$ cat src/rtl/ptosda_tx_if.sv
// Parallel-request / two-wire serial bundle for ptosda_tx.
// master: the transmitter (requests data, drives scl/sda).
// slave:  the data source / line observer.
interface ptosda_tx_if;
    localparam int unsigned NIBBLE_W = 4;

    logic                enable;
    logic [NIBBLE_W-1:0] data;
    logic                ask_for_data;
    logic                scl;
    logic                sda;
    logic                busy;
    logic                frame_done;

    modport master (
        input  enable,
        input  data,
        output ask_for_data,
        output scl,
        output sda,
        output busy,
        output frame_done
    );

    modport slave (
        output enable,
        output data,
        input  ask_for_data,
        input  scl,
        input  sda,
        input  busy,
        input  frame_done
    );
endinterface

$ cat src/rtl/ptosda_tx.sv
// ptosda_tx: requests a nibble from the parallel source, latches it one
// cycle later and serialises it on scl/sda as start, 4 data bits, stop.
// Frames repeat while enable is high, separated by GAP_CYCLES idle cycles.
// Optional macro PTOSDA_PARITY_EN appends an even-parity bit after the data.
module ptosda_tx #(
    parameter int unsigned GAP_CYCLES = 4,
    parameter bit          MSB_FIRST  = 1'b1
) (
    input  logic        sclk,
    input  logic        rst,
    ptosda_tx_if.master bus
);
    localparam int unsigned GAP_W  = 8;
    localparam int unsigned NIB_W  = 4;
    localparam int unsigned BIT_W  = 2;
    localparam int unsigned LAST_BIT = NIB_W - 1;

    typedef enum logic [3:0] {
        IDLE,
        REQ,
        START,
        BIT_LO,
        BIT_HI,
`ifdef PTOSDA_PARITY_EN
        PAR_LO,
        PAR_HI,
`endif
        STOP_LO,
        STOP_HI,
        STOP_END
    } state_t;

    state_t             state_q, state_d;
    logic [GAP_W-1:0]   gap_q, gap_d;
    logic [NIB_W-1:0]   shreg_q, shreg_d;
    logic [BIT_W-1:0]   bit_q, bit_d;

    logic scl_q, scl_d;
    logic sda_q, sda_d;
    logic ask_q, ask_d;
    logic busy_q, busy_d;
    logic done_q, done_d;

    // Pick the k-th transmitted bit of the latched nibble in wire order.
    function automatic logic tx_bit(input logic [NIB_W-1:0] nib, input logic [BIT_W-1:0] k);
        logic [BIT_W-1:0] idx;
        if (MSB_FIRST) begin
            idx = BIT_W'(LAST_BIT) - k;
        end else begin
            idx = k;
        end
        return nib[idx];
    endfunction

    // State, counters and registered line outputs.
    always_ff @(posedge sclk or negedge rst) begin
        if (!rst) begin
            state_q <= IDLE;
            gap_q   <= GAP_W'(GAP_CYCLES);
            shreg_q <= '0;
            bit_q   <= '0;
            scl_q   <= 1'b1;
            sda_q   <= 1'b1;
            ask_q   <= 1'b0;
            busy_q  <= 1'b0;
            done_q  <= 1'b0;
        end else begin
            state_q <= state_d;
            gap_q   <= gap_d;
            shreg_q <= shreg_d;
            bit_q   <= bit_d;
            scl_q   <= scl_d;
            sda_q   <= sda_d;
            ask_q   <= ask_d;
            busy_q  <= busy_d;
            done_q  <= done_d;
        end
    end

    // Next state, counters, and the output values for the next state.
    always_comb begin
        state_d = state_q;
        gap_d   = gap_q;
        shreg_d = shreg_q;
        bit_d   = bit_q;
        scl_d   = 1'b1;
        sda_d   = 1'b1;
        ask_d   = 1'b0;
        busy_d  = 1'b1;
        done_d  = 1'b0;

        unique case (state_q)
            IDLE: begin
                // Counter at 1 means it reaches 0 at this edge: the gap is spent.
                if (gap_q != '0) begin
                    gap_d = gap_q - GAP_W'(1);
                end
                if ((gap_q <= GAP_W'(1)) && bus.enable) begin
                    state_d = REQ;
                end
            end
            REQ: begin
                shreg_d = bus.data;
                state_d = START;
            end
            START: begin
                state_d = BIT_LO;
            end
            BIT_LO: begin
                state_d = BIT_HI;
            end
            BIT_HI: begin
                // 2-bit counter wraps 3 -> 0 when the last data bit is left.
                bit_d = bit_q + BIT_W'(1);
                if (bit_q == BIT_W'(LAST_BIT)) begin
`ifdef PTOSDA_PARITY_EN
                    state_d = PAR_LO;
`else
                    state_d = STOP_LO;
`endif
                end else begin
                    state_d = BIT_LO;
                end
            end
`ifdef PTOSDA_PARITY_EN
            PAR_LO: begin
                state_d = PAR_HI;
            end
            PAR_HI: begin
                state_d = STOP_LO;
            end
`endif
            STOP_LO: begin
                state_d = STOP_HI;
            end
            STOP_HI: begin
                state_d = STOP_END;
            end
            STOP_END: begin
                state_d = IDLE;
                gap_d   = GAP_W'(GAP_CYCLES);
            end
            default: begin
                state_d = IDLE;
                gap_d   = GAP_W'(GAP_CYCLES);
            end
        endcase

        unique case (state_d)
            IDLE: begin
                busy_d = 1'b0;
            end
            REQ: begin
                ask_d = 1'b1;
            end
            START: begin
                sda_d = 1'b0;
            end
            BIT_LO: begin
                scl_d = 1'b0;
                sda_d = tx_bit(shreg_d, bit_d);
            end
            BIT_HI: begin
                sda_d = sda_q;
            end
`ifdef PTOSDA_PARITY_EN
            PAR_LO: begin
                scl_d = 1'b0;
                sda_d = ^shreg_q;
            end
            PAR_HI: begin
                sda_d = sda_q;
            end
`endif
            STOP_LO: begin
                scl_d = 1'b0;
                sda_d = 1'b0;
            end
            STOP_HI: begin
                sda_d = 1'b0;
            end
            STOP_END: begin
                done_d = 1'b1;
            end
            default: begin
                busy_d = 1'b0;
            end
        endcase
    end

    assign bus.scl          = scl_q;
    assign bus.sda          = sda_q;
    assign bus.ask_for_data = ask_q;
    assign bus.busy         = busy_q;
    assign bus.frame_done   = done_q;

endmodule

$ cat src/flat_wrapper.sv
// flat-port wrapper written by rule: the top's interface ports become plain ports
module ptosda_tx_flat 
#(
    parameter int unsigned GAP_CYCLES = 4,
    parameter bit          MSB_FIRST  = 1'b1
)
  (sclk, rst, bus_enable, bus_data, bus_ask_for_data, bus_scl, bus_sda, bus_busy, bus_frame_done);
  ptosda_tx_if bus_i ();
  input  logic sclk;
  input  logic rst;
  input wire logic [$bits(bus_i.enable)-1:0] bus_enable;
  input wire logic [$bits(bus_i.data)-1:0] bus_data;
  output wire logic [$bits(bus_i.ask_for_data)-1:0] bus_ask_for_data;
  output wire logic [$bits(bus_i.scl)-1:0] bus_scl;
  output wire logic [$bits(bus_i.sda)-1:0] bus_sda;
  output wire logic [$bits(bus_i.busy)-1:0] bus_busy;
  output wire logic [$bits(bus_i.frame_done)-1:0] bus_frame_done;
  assign bus_i.enable = bus_enable;
  assign bus_i.data = bus_data;
  assign bus_ask_for_data = bus_i.ask_for_data;
  assign bus_scl = bus_i.scl;
  assign bus_sda = bus_i.sda;
  assign bus_busy = bus_i.busy;
  assign bus_frame_done = bus_i.frame_done;
  ptosda_tx #(.GAP_CYCLES(GAP_CYCLES), .MSB_FIRST(MSB_FIRST)) u_core (.sclk(sclk), .rst(rst), .bus(bus_i));
endmodule
$ cat config.mk
export PLATFORM = sky130hd
export DESIGN_NAME = ptosda_tx_flat
export DESIGN_NICKNAME = d
export VERILOG_FILES = /design/src/rtl/ptosda_tx_if.sv /design/src/rtl/ptosda_tx.sv /design/src/flat_wrapper.sv
export SDC_FILE = /design/constraint.sdc
export NUM_CORES = 1
export LEC_CHECK = 0
export CORE_MARGIN = 2
export CORE_UTILIZATION = 51
export DETAILED_ROUTE_END_ITERATION = 8
export PLACE_DENSITY_LB_ADDON = 0.2
export SYNTH_ARGS = -nofsm -noshare
export SYNTH_HDL_FRONTEND = slang
export SYNTH_SLANG_ARGS = --single-unit
$ cat constraint.sdc
create_clock -name sclk -period 2.75 [get_ports sclk]
set_input_delay 0.825 -clock sclk [delete_from_list [all_inputs] [get_ports sclk]]
set_output_delay 0.825 -clock sclk [all_outputs]
set_load 0.005 [all_outputs]
==> flow_summary.toml <==
[outcome]
status = "completed"

[floorplan]
core.rowCount = 17
core_um2 = 2190
io_pins = 12
start_util = 0.533
die_y_um = 51.9
dieWidth_um = 51.9
dieArea_um2 = 2690

[cells_and_area]
drive_above_1_share = 0.209
post-route-util = 0.597
syn_to_final_growth_pct = 12.0
layout.nets = 122
seqCellArea_um2 = 579
multi_input_area_um2 = 528
antenna_cells = 0
stdcell_area_um2 = 1310
nFillCells = 173

[critical_path]
max_stage_delay_ps = 560
timing.rr.start = "u_core.state_q[1]"
critPathKind = "flip-flop to output pin"
crit_required_ps = 1930
critical_path_depth = 1
crit_path_start = "u_core.bus.sda"
critical_path_arrival_ps = 1380
start_kind = "flip-flop"
critPathSlowestCell = "dfstp_2"
crit_family = "flip-flops"
worstSetupEndpointType = "output pin"
critPathMaxFanout = 2
reg2reg_depth = 5
rr_endpoint = "u_core.bus.sda"
path_cells = "clkdlybuf4s50_1"
ff2ff_setup_slack_ps = 550
crit_buf_inv = 1

[timing]
worst_pin_slew_ps = 559
skew_ps = 3.64
tns_ps = 0
finalSetupViolations = 0
layout_min_cycle_time_ps = 2200
timing.slew.headroom = 0.626
period_share = 0.801
rsz0062_at_grt = "false"
maxSlewViolCount = 0
hold_viol_final = 0
fmax_ghz = 0.454

[clock_tree]
insertion_delay_ps = 320
clk_path_buf_depth = 2
numCtsBuffers = 3
cts-resized-gates = 0
clockRootBuffer = "clkbuf_4"
postCtsSetupRepairBufs = 0
cts_hold_buf = 0
htreeDepth = 1
cts_tree = "yes"
cts.reportedPaths.clkPinSlew_ps = 130
cts_sinks = 23

[synth]
synth-edff-count = 0
synth_top_flop_cell = "dfrtp_1"
netlist.area_leader.share = 0.428
syn-mean-instance-area_um2 = 11.9
synthTopCellsByCount = "dfrtp_1, nor2_1, xor2_1"
syn_area_um2 = 1170
yosysSeqAreaShare = 0.496
synth-seq-cells = 23
synth_nets = 109
ys_async_sr_fraction = 1.00
yosysMostFrequentCell = "dfrtp_1"
synthTopCellsByArea = "dfrtp_1, dfstp_2, xor2_1"
yosysTopAreaCell = "dfrtp_1"
synth_cell_types = 33
ys.warnings.count = 0
synthCells = 98

[global_routing]
first_global_vias = 762
grt_max_degree = 24
antenna_found_initial = 0
grtUsageTotal = 0.180
gr-total-overflow = 0
grt_pass1_wl_um = 3460

[route]
wl_per_cell_um = 13.4
via_per_inst = 5.35
drt_iter0_markers = 5
vias = 738
dr.pass1.iters = 4
drc_errors = 0
routed_wl_um = 1850
ant_nets = 0

[worst_hold_path]
worstHoldStart = "u_core.shreg_q[1]"
hold_path_depth = 1
hp-class = "flip-flop to flip-flop"
min_to = "u_core.shreg_q[1]"

[power_and_ir_drop]
power_per_cell_area_nw_per_um2 = 845
p_leak_nw = 0.590
ir_worst_vdd_mv = 0.554

[place]
placed_cell_area_um2 = 1280
portBuffers = 11
gp_congestion = 0.731
hpwl_um = 1350

[flow_run]
max_cap_violations = 0
registers in the layout, indices dropped and copies added, names as in the netlist:
register / flops
u_core.gap_q: 8
u_core.bus.busy: 1
u_core.bus.ask_for_data: 1
u_core.bus.scl: 1
u_core.shreg_q: 4
u_core.bus.sda: 1
u_core.bus.frame_done: 1
u_core.state_q: 4
u_core.bit_q: 2
per-stage QoR:
step           power [mW]  cells  setup slack [ps]  hold WS [ps]
6_report             1.11    138               547           515
3_5_place_dp        0.950    134               410           486
3_3_place_gp        0.930    134               419           480
2_1_floorplan       0.844     98               727           468
5_1_grt              1.20    138               418           531
4_1_cts              1.11    138               527           517
kinds of logic (layout without fill, tap and decap cells):
logic type | Yosys count | in the layout | synth area share
AO/OA/AOI/OAI | 17 | 17 | 0.109
XOR/XNOR | 8 | 8 | 0.0600
adder cells (fa/ha/maj) | 4 | 4 | 0.0428
buffers and inverters | 9 | 21 | 0.0525
flip-flops | 23 | 23 | 0.496
multiplexers | 6 | 6 | 0.0707
other | 1 | 1 | 0.00321
AND/OR/NAND/NOR | 30 | 30 | 0.166
routing by layer:
metal	share of wire	routed length (um)	global-route usage	up-vias
met4	0.028	51	0.118	0
met1	0.50	935	0.243	357
li1	-	-	-	368
met3	0.019	36	0.0259	4
met2	0.45	830	0.268	9
met5	0	0	0	-
how the worst max path moves through the flow:
stage	to
after global routing	u_core.bus.sda
after CTS	bus_sda
after floorplan	u_core.bus.sda
final	bus_sda
after detailed placement	u_core.bus.sda
after global placement	u_core.bus.sda
final cells by class:
| type | count | area share |
|---|---|---|
| Sequential cell | 23 | 0.443 |
| Multi-Input combinational cell | 66 | 0.403 |
| Timing Repair Buffer | 12 | 0.0899 |
| Tap cell | 28 | 0.0268 |
| Clock buffer | 3 | 0.0172 |
| Inverter | 5 | 0.0143 |
| Clock inverter | 1 | 0.00574 |
worst register-to-register path, stage by stage (launching register included):
cell and delay, ps:
dfrtp_1 540, nor4b_4 450, mux2_2 390, mux4_2 460
and3b_1 230, a211oi_2 50
cell usage in the layout, fill, tap and decap left out, types with 3 or more instances in the layout:
cell and count:
a211oi_1 3, clkbuf_4 3, clkdlybuf4s50_1 11, dfrtp_1 20, dfstp_2 3, ha_1 4
inv_1 5, mux2_2 4, nor2_1 12, nor3_1 5, o211ai_1 3, o21ai_0 3
xor2_1 8
power by group:
group | total [mW] | leakage, nW | internal, mW | switching [mW]
sequential | 0.545 | 0.297 | 0.448 | 0.0966
clock | 0.164 | 0.0139 | 0.0556 | 0.108
combinational | 0.398 | 0.278 | 0.204 | 0.194
total | 1.11 | 0.590 | 0.708 | 0.399
No activity file was read; power rests on OpenSTA's default activity.
